### src/rtl/router_pkg.sv
// ============================================================================
// router_pkg : shared constants for the 1x3 router control FSM
// Revision   : 1.0
// ============================================================================
`default_nettype none

package router_pkg;

  localparam int ADDR_W = 2;
  localparam logic [ADDR_W-1:0] ADDR_INVALID = 2'b11;

  localparam logic [2:0] DA  = 3'd0;
  localparam logic [2:0] LFD = 3'd1;
  localparam logic [2:0] LD  = 3'd2;
  localparam logic [2:0] FFS = 3'd3;
  localparam logic [2:0] LAF = 3'd4;
  localparam logic [2:0] LP  = 3'd5;
  localparam logic [2:0] CPE = 3'd6;
  localparam logic [2:0] WTE = 3'd7;

endpackage

`default_nettype wire

### src/rtl/router_fsm.sv
// ============================================================================
// router_fsm : Moore control FSM sequencing header/payload/parity per packet
// Revision   : 1.0
// ============================================================================
`default_nettype none

module router_fsm
  import router_pkg::*;
#(
  parameter int NUM_PORTS = 3
) (
  input  logic              clock,
  input  logic              resetn,
  input  logic              pkt_valid,
  input  logic [ADDR_W-1:0] data_in,
  input  logic              fifo_full,
  input  logic              fifo_empty_0,
  input  logic              fifo_empty_1,
  input  logic              fifo_empty_2,
  input  logic              soft_reset_0,
  input  logic              soft_reset_1,
  input  logic              soft_reset_2,
  input  logic              parity_done,
  input  logic              low_packet_valid,
  output logic              detect_add,
  output logic              lfd_state,
  output logic              ld_state,
  output logic              laf_state,
  output logic              full_state,
  output logic              rst_int_reg,
  output logic              write_enb_reg,
  output logic              busy
);

  logic [2:0]           state_q, state_d;
  logic [ADDR_W-1:0]    addr_q, addr_d;
  logic [NUM_PORTS-1:0] fifo_empty;
  logic [NUM_PORTS-1:0] soft_reset;

  assign fifo_empty = {fifo_empty_2, fifo_empty_1, fifo_empty_0};
  assign soft_reset = {soft_reset_2, soft_reset_1, soft_reset_0};

  // addr_q never holds ADDR_INVALID, so the per-channel selects stay in range.
  always_comb begin
    state_d = state_q;
    addr_d  = addr_q;
    if (soft_reset[addr_q]) begin
      state_d = DA;
    end else begin
      case (state_q)
        DA: begin
          if (pkt_valid && (data_in != ADDR_INVALID)) begin
            addr_d  = data_in;
            state_d = fifo_empty[data_in] ? LFD : WTE;
          end
        end
        LFD: state_d = LD;
        LD: begin
          if (fifo_full)       state_d = FFS;
          else if (!pkt_valid) state_d = LP;
        end
        FFS: begin
          if (!fifo_full) state_d = LAF;
        end
        LAF: begin
          if (parity_done)           state_d = DA;
          else if (low_packet_valid) state_d = LP;
          else                       state_d = LD;
        end
        LP:  state_d = CPE;
        CPE: state_d = fifo_full ? FFS : DA;
        WTE: begin
          if (fifo_empty[addr_q]) state_d = LFD;
        end
        default: state_d = DA;
      endcase
    end
  end

  always_ff @(posedge clock) begin
    if (!resetn) begin
      state_q <= DA;
      addr_q  <= '0;
    end else begin
      state_q <= state_d;
      addr_q  <= addr_d;
    end
  end

  assign detect_add    = (state_q == DA);
  assign lfd_state     = (state_q == LFD);
  assign ld_state      = (state_q == LD);
  assign laf_state     = (state_q == LAF);
  assign full_state    = (state_q == FFS);
  assign rst_int_reg   = (state_q == CPE);
  assign write_enb_reg = (state_q == LD) || (state_q == LP) || (state_q == LAF);
  assign busy          = !((state_q == DA) || (state_q == LD));

endmodule

`default_nettype wire

### config.mk
export PLATFORM = sky130hd
export DESIGN_NAME = router_fsm
export DESIGN_NICKNAME = d
export VERILOG_FILES = /design/src/rtl/router_pkg.sv /design/src/rtl/router_fsm.sv
export SDC_FILE = /design/constraint.sdc
export NUM_CORES = 1
export LEC_CHECK = 0
export CORE_AREA = 5 5 42 44
export DETAILED_ROUTE_END_ITERATION = 10
export DIE_AREA = 0 0 47 49
export PLACE_DENSITY = 0.68
export SETUP_SLACK_MARGIN = 0.3
export SLEW_MARGIN = 20
export SYNTH_ARGS = -nofsm -noshare
export SYNTH_HDL_FRONTEND = slang
export SYNTH_SLANG_ARGS = --single-unit
### constraint.sdc
create_clock -name clock -period 3.8 [get_ports clock]
set_input_delay 0.57 -clock clock [delete_from_list [all_inputs] [get_ports clock]]
set_output_delay 0.57 -clock clock [all_outputs]
set_load 0.05 [all_outputs]
==> results of run 1 <==
sequential cells by signal (all words and copies together) (netlist names):
signal   count
state_q      3
addr_q       2
worst max-delay path by stage:
stage / slack [ns] / depth (start not counted) / to / from
finish: 1.30 / 3 / detect_add / state_q[1]
global route: 1.17 / 3 / write_enb_reg / state_q[1]
CTS: 1.28 / 3 / detect_add / state_q[1]
detailed placement: 1.55 / 3 / detect_add / state_q[1]
global placement: 1.55 / 3 / laf_state / state_q[2]
floorplan: 1.43 / 3 / write_enb_reg / state_q[1]
tightest hold or removal path, stage by stage, from the launching register on:
cell and delay [ns]:
dfxtp_1 0.35, nand2_1 0.07, mux2i_1 0.06
power groups by stage:
stage               sequential (mW)  combinational (mW)  clock (mW)
global route                 0.0701               0.122      0.0692
detailed placement           0.0690               0.115           0
floorplan                    0.0626              0.0793           0
finish                       0.0683               0.115      0.0621
global placement             0.0691               0.115           0
CTS                          0.0683               0.116      0.0651
kinds of logic after synthesis:
group | Yosys count | share of synthesized area
simple gates | 24 | 0.316
compound gates | 18 | 0.283
buf+inv | 7 | 0.0621
mux | 5 | 0.113
flops | 5 | 0.226
layer usage:
layer	track usage	vias to the layer above	share of wire
met3	0.0517	0	0.079
met2	0.190	22	0.46
met5	0	-	0
li1	-	261	-
met1	0.154	221	0.46
met4	0.0415	0	0
cells in the final DEF, fill, tap and decap left out, types with 2 or more instances in the layout:
cell | synthesis | layout
a311oi_1 | 2 | 2
a31oi_1 | 3 | 3
clkbuf_4 | 0 | 3
clkdlybuf4s50_1 | 0 | 21
dfxtp_1 | 5 | 5
inv_1 | 5 | 5
mux2i_1 | 5 | 5
nand2_1 | 6 | 6
nand3b_1 | 3 | 3
nor2_1 | 5 | 5
o21ai_0 | 5 | 5
or3_4 | 2 | 2
stage by stage:
stage | hold WS, ns | utilization | std cells | setup slack (ns) | cell area (um2)
after CTS | 0.532 | 0.493 | 98 | 1.28 | 691
after global placement | 0.521 | 0.474 | 94 | 1.55 | 664
after floorplan | 0.486 | - | 59 | 1.43 | 443
after global routing | 0.575 | 0.493 | 98 | 1.17 | 691
after detailed placement | 0.526 | 0.474 | 94 | 1.55 | 664
final | 0.528 | 0.493 | 98 | 1.30 | 691
final cells by class:
| class | instances | area [um2] |
|---|---|---|
| inverter | 5 | 18.8 |
| multi-input combinational | 47 | 315 |
| sequential | 5 | 100 |
| tap | 16 | 20.0 |
| clock buffer | 4 | 26.3 |
| timing repair buffer | 21 | 210 |
| fill | 155 | 711 |
==> results.cfg, run 1 <==
[status]
status = completed

[clocking]
cts_resized = 0
cts_hold_buf = 0
clkTransAtPathRegs_ns = 0.04
clockBufferDepth = 2
cts_tree = built
cts_buffers = 3
clockRootBuffer = clkbuf_4
clock_sinks = 5
h-tree-depth = 1
clk_latency_ns = 0.24
cts_setup_buffers = 0

[sta]
min_period_over_period = 0.659
period_minus_slack_ns = 2.50
fin_worst_skew_ns = 0.00382
clock.fmax_mhz = 400
relSlewSlack = 0.668
tightestPinTransition_ns = 0.497
rsz0062_at_grt = no
maxSlewViolCount = 0
setup_violations = 0
setup-tns-final_ns = 0
finalHoldViolCount = 0

[critical_path]
worstReg2RegEnd = addr_q[1]
cp_slowest_cell = clkdlybuf4s50_1
path_cells = or3_4 > inv_1 > clkdlybuf4s50_1
cp_data_arrival_time_ns = 1.93
crit_type = register to primary output
end_kind = primary output
required_ns = 3.23
critPathBufInv = 2
r2r_slack_ns = 2.34
reg2regPathDepth = 3
max_stage_delay_ns = 0.80
worstPathMaxFanout = 12
cp_top_family = buffers and inverters
r2r-start = state_q[1]
start_kind = register

[floorplan]
dieArea_um2 = 2300
core_area_um2 = 1400
fp.dieW_um = 47
ios = 22
die_h_um = 49
num_rows = 14
initial_utilization = 0.316

[power_and_ir_drop]
finalPower_uw = 246
clockPowerShare = 0.253
power_density_nw_per_um2 = 356
p_leak_nw = 0.268
combPwrFrac = 0.469
seq_power_share = 0.278
p_switching_uw = 97.9
peakVddDrop_mv = 0.131
cell_internal_pwr_uw = 148
swShare = 0.399

[global_route]
grt_remaining_overflow = 0
first_global_vias = 540
grt_pass1_wl_um = 2140
grt_usage = 0.125
grt_max_degree = 13
antenna_found_initial = 0

[synth]
synthArstFlopShare = 0
yosys_warnings = 0
yosys_most_used_dff = dfxtp_1
ys_types = 28
synth_area_leader_cell = dfxtp_1
synth.most_common_cell = nand2_1
synth-seq-cells = 5
yosysSeqAreaShare = 0.226
synthCells = 59
synth-edff-count = 0
avgSynthCellArea_um2 = 7.51
syn_nets = 73
syn_area_um2 = 443
synthTopCellsByArea = dfxtp_1 (23%), mux2i_1 (11%), o21ai_0 (5.6%), nand2_1 (5.1%), nand3b_1 (5.1%)
yosysTopAreaCellShare = 0.226

[hold_path]
hold_end = addr_q[1]
min_path_cells = 2
hp-start = addr_q[1]
hold_path.class = register to register

[cells_and_area]
drive_gt1_frac = 0.0976
nNetsFinal = 97
diodes = 0
syn_to_final_growth_pct = 55.9

[placed_design]
gp_congestion = 0.829
dp_hpwl_um = 988
numPortBuffers = 21

[route]
drcViolationCount = 0
ant_nets = 0
vias = 504
first_pass_iters = 4
first_iter_violations = 9
totalWireLength_um = 1310
vias_per_cell = 5.14
wl_per_cell_um = 13.4

[run]
maxCapViolCount = 0
No activity file was read; power rests on OpenSTA's default activity.
==> run 2: changes to the inputs <==
--- a/config.mk
+++ b/config.mk
@@ -5,10 +5,10 @@
 export SDC_FILE = /design/constraint.sdc
 export NUM_CORES = 1
 export LEC_CHECK = 0
-export CORE_AREA = 5 5 42 44
+export CORE_MARGIN = 5
+export CORE_UTILIZATION = 34
 export DETAILED_ROUTE_END_ITERATION = 10
-export DIE_AREA = 0 0 47 49
-export PLACE_DENSITY = 0.68
+export PLACE_DENSITY = 0.72
 export SETUP_SLACK_MARGIN = 0.3
 export SLEW_MARGIN = 20
 export SYNTH_ARGS = -nofsm -noshare
==> constraint.sdc (replaced) <==
create_clock -name clock -period 2.3 [get_ports clock]
set_input_delay 0.345 -clock clock [delete_from_list [all_inputs] [get_ports clock]]
set_output_delay 0.345 -clock clock [all_outputs]
set_load 0.05 [all_outputs]
==> results.cfg, run 2 (synthesis gave the netlist of run 1 again) <==
[cells_and_area]
largest_reg_flops = 3
fin_util = 0.528
top_regs = state_q: 3 flops, addr_q: 2 flops
diodes = 0
largest_register = state_q
nNetsFinal = 97
syn_to_final_growth_pct = 51.1
layout_common_cells = clkdlybuf4s50_1 (13), nand2_1 (6)
drive_gt1_frac = 0.159
final_common_cell = clkdlybuf4s50_1
fillerInstances = 139

[floorplan]
initial_utilization = 0.349
num_rows = 13
fp.dieW_um = 46.1
dieArea_um2 = 2120
ios = 22
core_area_um2 = 1270
die_h_um = 46.1

[clocking]
clockBufferDepth = 2
cts_tree = built
clk_latency_ns = 0.24
h-tree-depth = 1
clockRootBuffer = clkbuf_4
cts_buffers = 3
cts_hold_buf = 0
clkTransAtPathRegs_ns = 0.05
clock_sinks = 5

[route]
first_pass_iters = 4
ant_nets = 0
drcViolationCount = 0
vias_per_cell = 5.32
vias = 516
first_iter_violations = 11
totalWireLength_um = 1310
wl_per_cell_um = 13.5

[sta]
setup-tns-final_ns = 0
fin_worst_skew_ns = 0.00867
rsz0062_at_grt = no
min_period_over_period = 0.818
maxSlewViolCount = 0
relSlewSlack = 0.675
tightestPinTransition_ns = 0.490
hold_slack_ns = 0.530
period_minus_slack_ns = 1.88
finalHoldViolCount = 0
clock.fmax_mhz = 531
setup_violations = 0

[power_and_ir_drop]
peakVddDrop_mv = 0.368
power_density_nw_per_um2 = 593
p_leak_nw = 0.284

[global_route]
grt_max_degree = 13
grt_remaining_overflow = 0
antenna_found_initial = 0
grt_pass1_wl_um = 2040
first_global_vias = 504
grt_usage = 0.132

[critical_path]
start_kind = register
cp_data_arrival_time_ns = 1.54
max_stage_delay_ns = 0.51
end_kind = primary output
path_cells = nand2b_1 > nor2_1 > clkdlybuf4s15_1
required_ns = 1.96
cp_slowest_cell = dfxtp_1
worstPathMaxFanout = 12
crit_type = register to primary output

[placed_design]
gp_congestion = 0.800
numPortBuffers = 21
dp_hpwl_um = 1060

[run]
maxCapViolCount = 0

[hold_path]
hold_path.class = register to register

[status]
status = completed
run 2: cell count changes in the layout (fill, tap and decap cells not counted), sizes merged:
cell           delta
clkdlybuf4s50     -8
clkbuf            +2
clkdlybuf4s15     +1
dlygate4sd2       +2
buf               +3
run 2: final timing paths:
check,from,end,slack [ns],cells after the start
max,state_q[1],full_state,0.42,3
max reg2reg,state_q[1],state_q[2],0.82,4
min,addr_q[1],addr_q[1],0.53,2
min reg2reg,addr_q[1],addr_q[1],0.53,2
run 2: per-layer routing:
| layer | vias to the layer above | track usage | part of all wire |
|---|---|---|---|
| li1 | 263 | - | - |
| met4 | 0 | 0.0170 | 0 |
| met3 | 0 | 0.0586 | 0.094 |
| met2 | 24 | 0.242 | 0.49 |
| met5 | - | 0 | 0 |
| met1 | 229 | 0.140 | 0.42 |
run 2: per-stage QoR:
| step | setup WS [ns] | power (mW) | instance area [um2] | cells |
|---|---|---|---|---|
| after global routing | 0.302 | 0.422 | 669 | 97 |
| after detailed placement | 0.355 | 0.304 | 656 | 93 |
| final | 0.418 | 0.397 | 669 | 97 |
| after CTS | 0.360 | 0.403 | 676 | 97 |
| after global placement | 0.363 | 0.303 | 656 | 93 |
| after floorplan | 0.358 | 0.235 | 443 | 59 |
run 2: what timing repair did:
item / CTS / global route
setup endpoints to repair: 5 / 3
buffers inserted: 0 / 0
pin swaps: 0 / 0
gates resized for setup: 5 / 5
run 2: final cells by class:
class,count,area [um2],share of cell area
Multi-Input combinational cell,47,315,0.471
Timing Repair Buffer,21,190,0.284
Sequential cell,5,100,0.150
Clock buffer,4,26.3,0.0393
Inverter,5,18.8,0.0280
Tap cell,15,18.8,0.0280
run 2: critical path: cells and delay by family (launching register included):
kind / cells / cell delay, ns
simple gates: 2 / 0.29
flops: 1 / 0.51
buf+inv: 1 / 0.50
run 2: power breakdown:
group	switching, mW	internal (mW)
combinational	0.109	0.0735
sequential	0.0175	0.0950
clock	0.0362	0.0656
total	0.163	0.234
==> run 3: changes to the inputs <==
==> constraint.sdc (replaced) <==
create_clock -name clock -period 1.62 [get_ports clock]
set_input_delay 0.243 -clock clock [delete_from_list [all_inputs] [get_ports clock]]
set_output_delay 0.243 -clock clock [all_outputs]
set_load 0.05 [all_outputs]
==> results.cfg, run 3 (synthesis gave the netlist of run 1 again) <==
[clocking]
clockRootBuffer = clkbuf_4
clock_sinks = 5
clk_latency_ns = 0.24
clockBufferDepth = 2
cts_tree = built
h-tree-depth = 1
clkTransAtPathRegs_ns = 0.05
cts_buffers = 3

[cells_and_area]
diodes = 0
largest_register = state_q
drive_gt1_frac = 0.444
syn_to_final_growth_pct = 103
multi_input_area_um2 = 382
fillerInstances = 103
layout_common_cells = clkdlybuf4s50_1 (11), buf_4 (8), buf_12 (7)
top_regs = state_q: 3 flops, addr_q: 2 flops
layoutNonFillerInstCount = 105
nNetsFinal = 105
final_common_cell = clkdlybuf4s50_1
fin_util = 0.710
largest_reg_flops = 3
seqCellArea_um2 = 113

[floorplan]
num_rows = 13
die_h_um = 46.1
fp.dieW_um = 46.1
initial_utilization = 0.349
core_area_um2 = 1270
ios = 22
dieArea_um2 = 2120

[sta]
maxSlewViolCount = 0
finalHoldViolCount = 0
clock.fmax_mhz = 659
setup-tns-final_ns = 0
min_period_over_period = 0.937
setup_violations = 0
rsz0062_at_grt = yes
period_minus_slack_ns = 1.52
fin_worst_skew_ns = 0.00490
tightestPinTransition_ns = 0.284
relSlewSlack = 0.809
finalWorstSetupSlack_ns = 0.102

[critical_path]
crit_cells = 4
crit_type = register to register
worstPathMaxFanout = 6
start_kind = register
cp_slowest_cell = or3_4
required_ns = 1.75
reg2regPathDepth = 4
end_kind = register
max_stage_delay_ns = 0.41
path_cells = or3_4 > a31oi_1 > o21ai_2 > a311oi_2
cp_data_arrival_time_ns = 1.65
critPathBufInv = 0
cp_top_family = compound AO/OA/AOI/OAI gates

[hold_path]
min_path_cells = 2
hold_path.class = register to register

[route]
drcViolationCount = 0
wl_per_cell_um = 15.8
vias = 587
ant_nets = 0
first_iter_violations = 10
vias_per_cell = 5.59
totalWireLength_um = 1660
first_pass_iters = 4

[placed_design]
gp_congestion = 0.834
numPortBuffers = 21
dp_slack_ns = -0.0211
dp_cells = 98
dp_hpwl_um = 1080

[global_route]
antenna_found_initial = 0
grt_pass1_wl_um = 2550
grt_usage = 0.167
grt_remaining_overflow = 0
first_global_vias = 627
grt_max_degree = 9

[power_and_ir_drop]
cell_internal_pwr_uw = 435
clockPowerShare = 0.200
combPwrFrac = 0.580
seq_power_share = 0.220
power_density_nw_per_um2 = 795
peakVddDrop_mv = 0.465
p_switching_uw = 281
p_leak_nw = 0.356
swShare = 0.393

[status]
status = completed

[run]
maxCapViolCount = 0
run 3: changes by cell type in the layout (fill, tap and decap cells not counted), moves of 3 or more:
cell,previous run,this run
dfxtp_1,5,1
dfxtp_4,0,3
o21ai_2,0,3
buf_12,0,7
buf_4,3,8
nor2_1,5,2
run 3: stage by stage:
stage / instance area [um2] / hold slack, ns / power, mW
after floorplan: 472 / 0.382 / 0.349
after global placement: 797 / 0.517 / 0.525
after detailed placement: 797 / 0.526 / 0.527
after CTS: 870 / 0.518 / 0.701
after global routing: 901 / 0.588 / 0.754
final: 901 / 0.551 / 0.716
run 3: worst register-to-register path: stages (launching register included):
cell,delay [ns]
dfxtp_2,0.34
or3_4,0.42
a31oi_1,0.22
o21ai_2,0.12
a311oi_2,0.31
run 3: worst paths after layout:
kind                    from          to  slack, ns
setup / recovery  state_q[1]  state_q[2]       0.10
hold / removal     addr_q[1]   addr_q[1]       0.55
setup reg to reg  state_q[1]  state_q[2]       0.10
hold reg to reg    addr_q[1]   addr_q[1]       0.55
run 3: cell type report:
type,instances,area share
Sequential cell,5,0.125
Clock buffer,4,0.0292
Multi-Input combinational cell,47,0.424
Tap cell,15,0.0208
Inverter,5,0.0250
Timing Repair Buffer,29,0.376
run 3: metal layers:
metal | routed length [um] | global-route usage | vias up
li1 | - | - | 278
met3 | 116 | 0.0469 | 6
met2 | 844 | 0.310 | 32
met5 | 0 | 0 | -
met1 | 643 | 0.165 | 271
met4 | 53 | 0.0852 | 0
run 3: repair_timing:
| item | 4_1_cts | 5_1_grt |
|---|---|---|
| pin swaps | 3 | 1 |
| gates resized for setup | 13 | 6 |
| hold buffers | 0 | 0 |
| setup endpoints to repair | 12 | 12 |
| buffers inserted | 3 | 0 |
run 3: power groups by stage:
stage          Combinational (mW)  Sequential [mW]  Clock [mW]
2_1_floorplan               0.202            0.147           0
3_3_place_gp                0.368            0.157           0
3_5_place_dp                0.369            0.158           0
4_1_cts                     0.396            0.155       0.149
5_1_grt                     0.435            0.159       0.160
6_report                    0.415            0.157       0.143
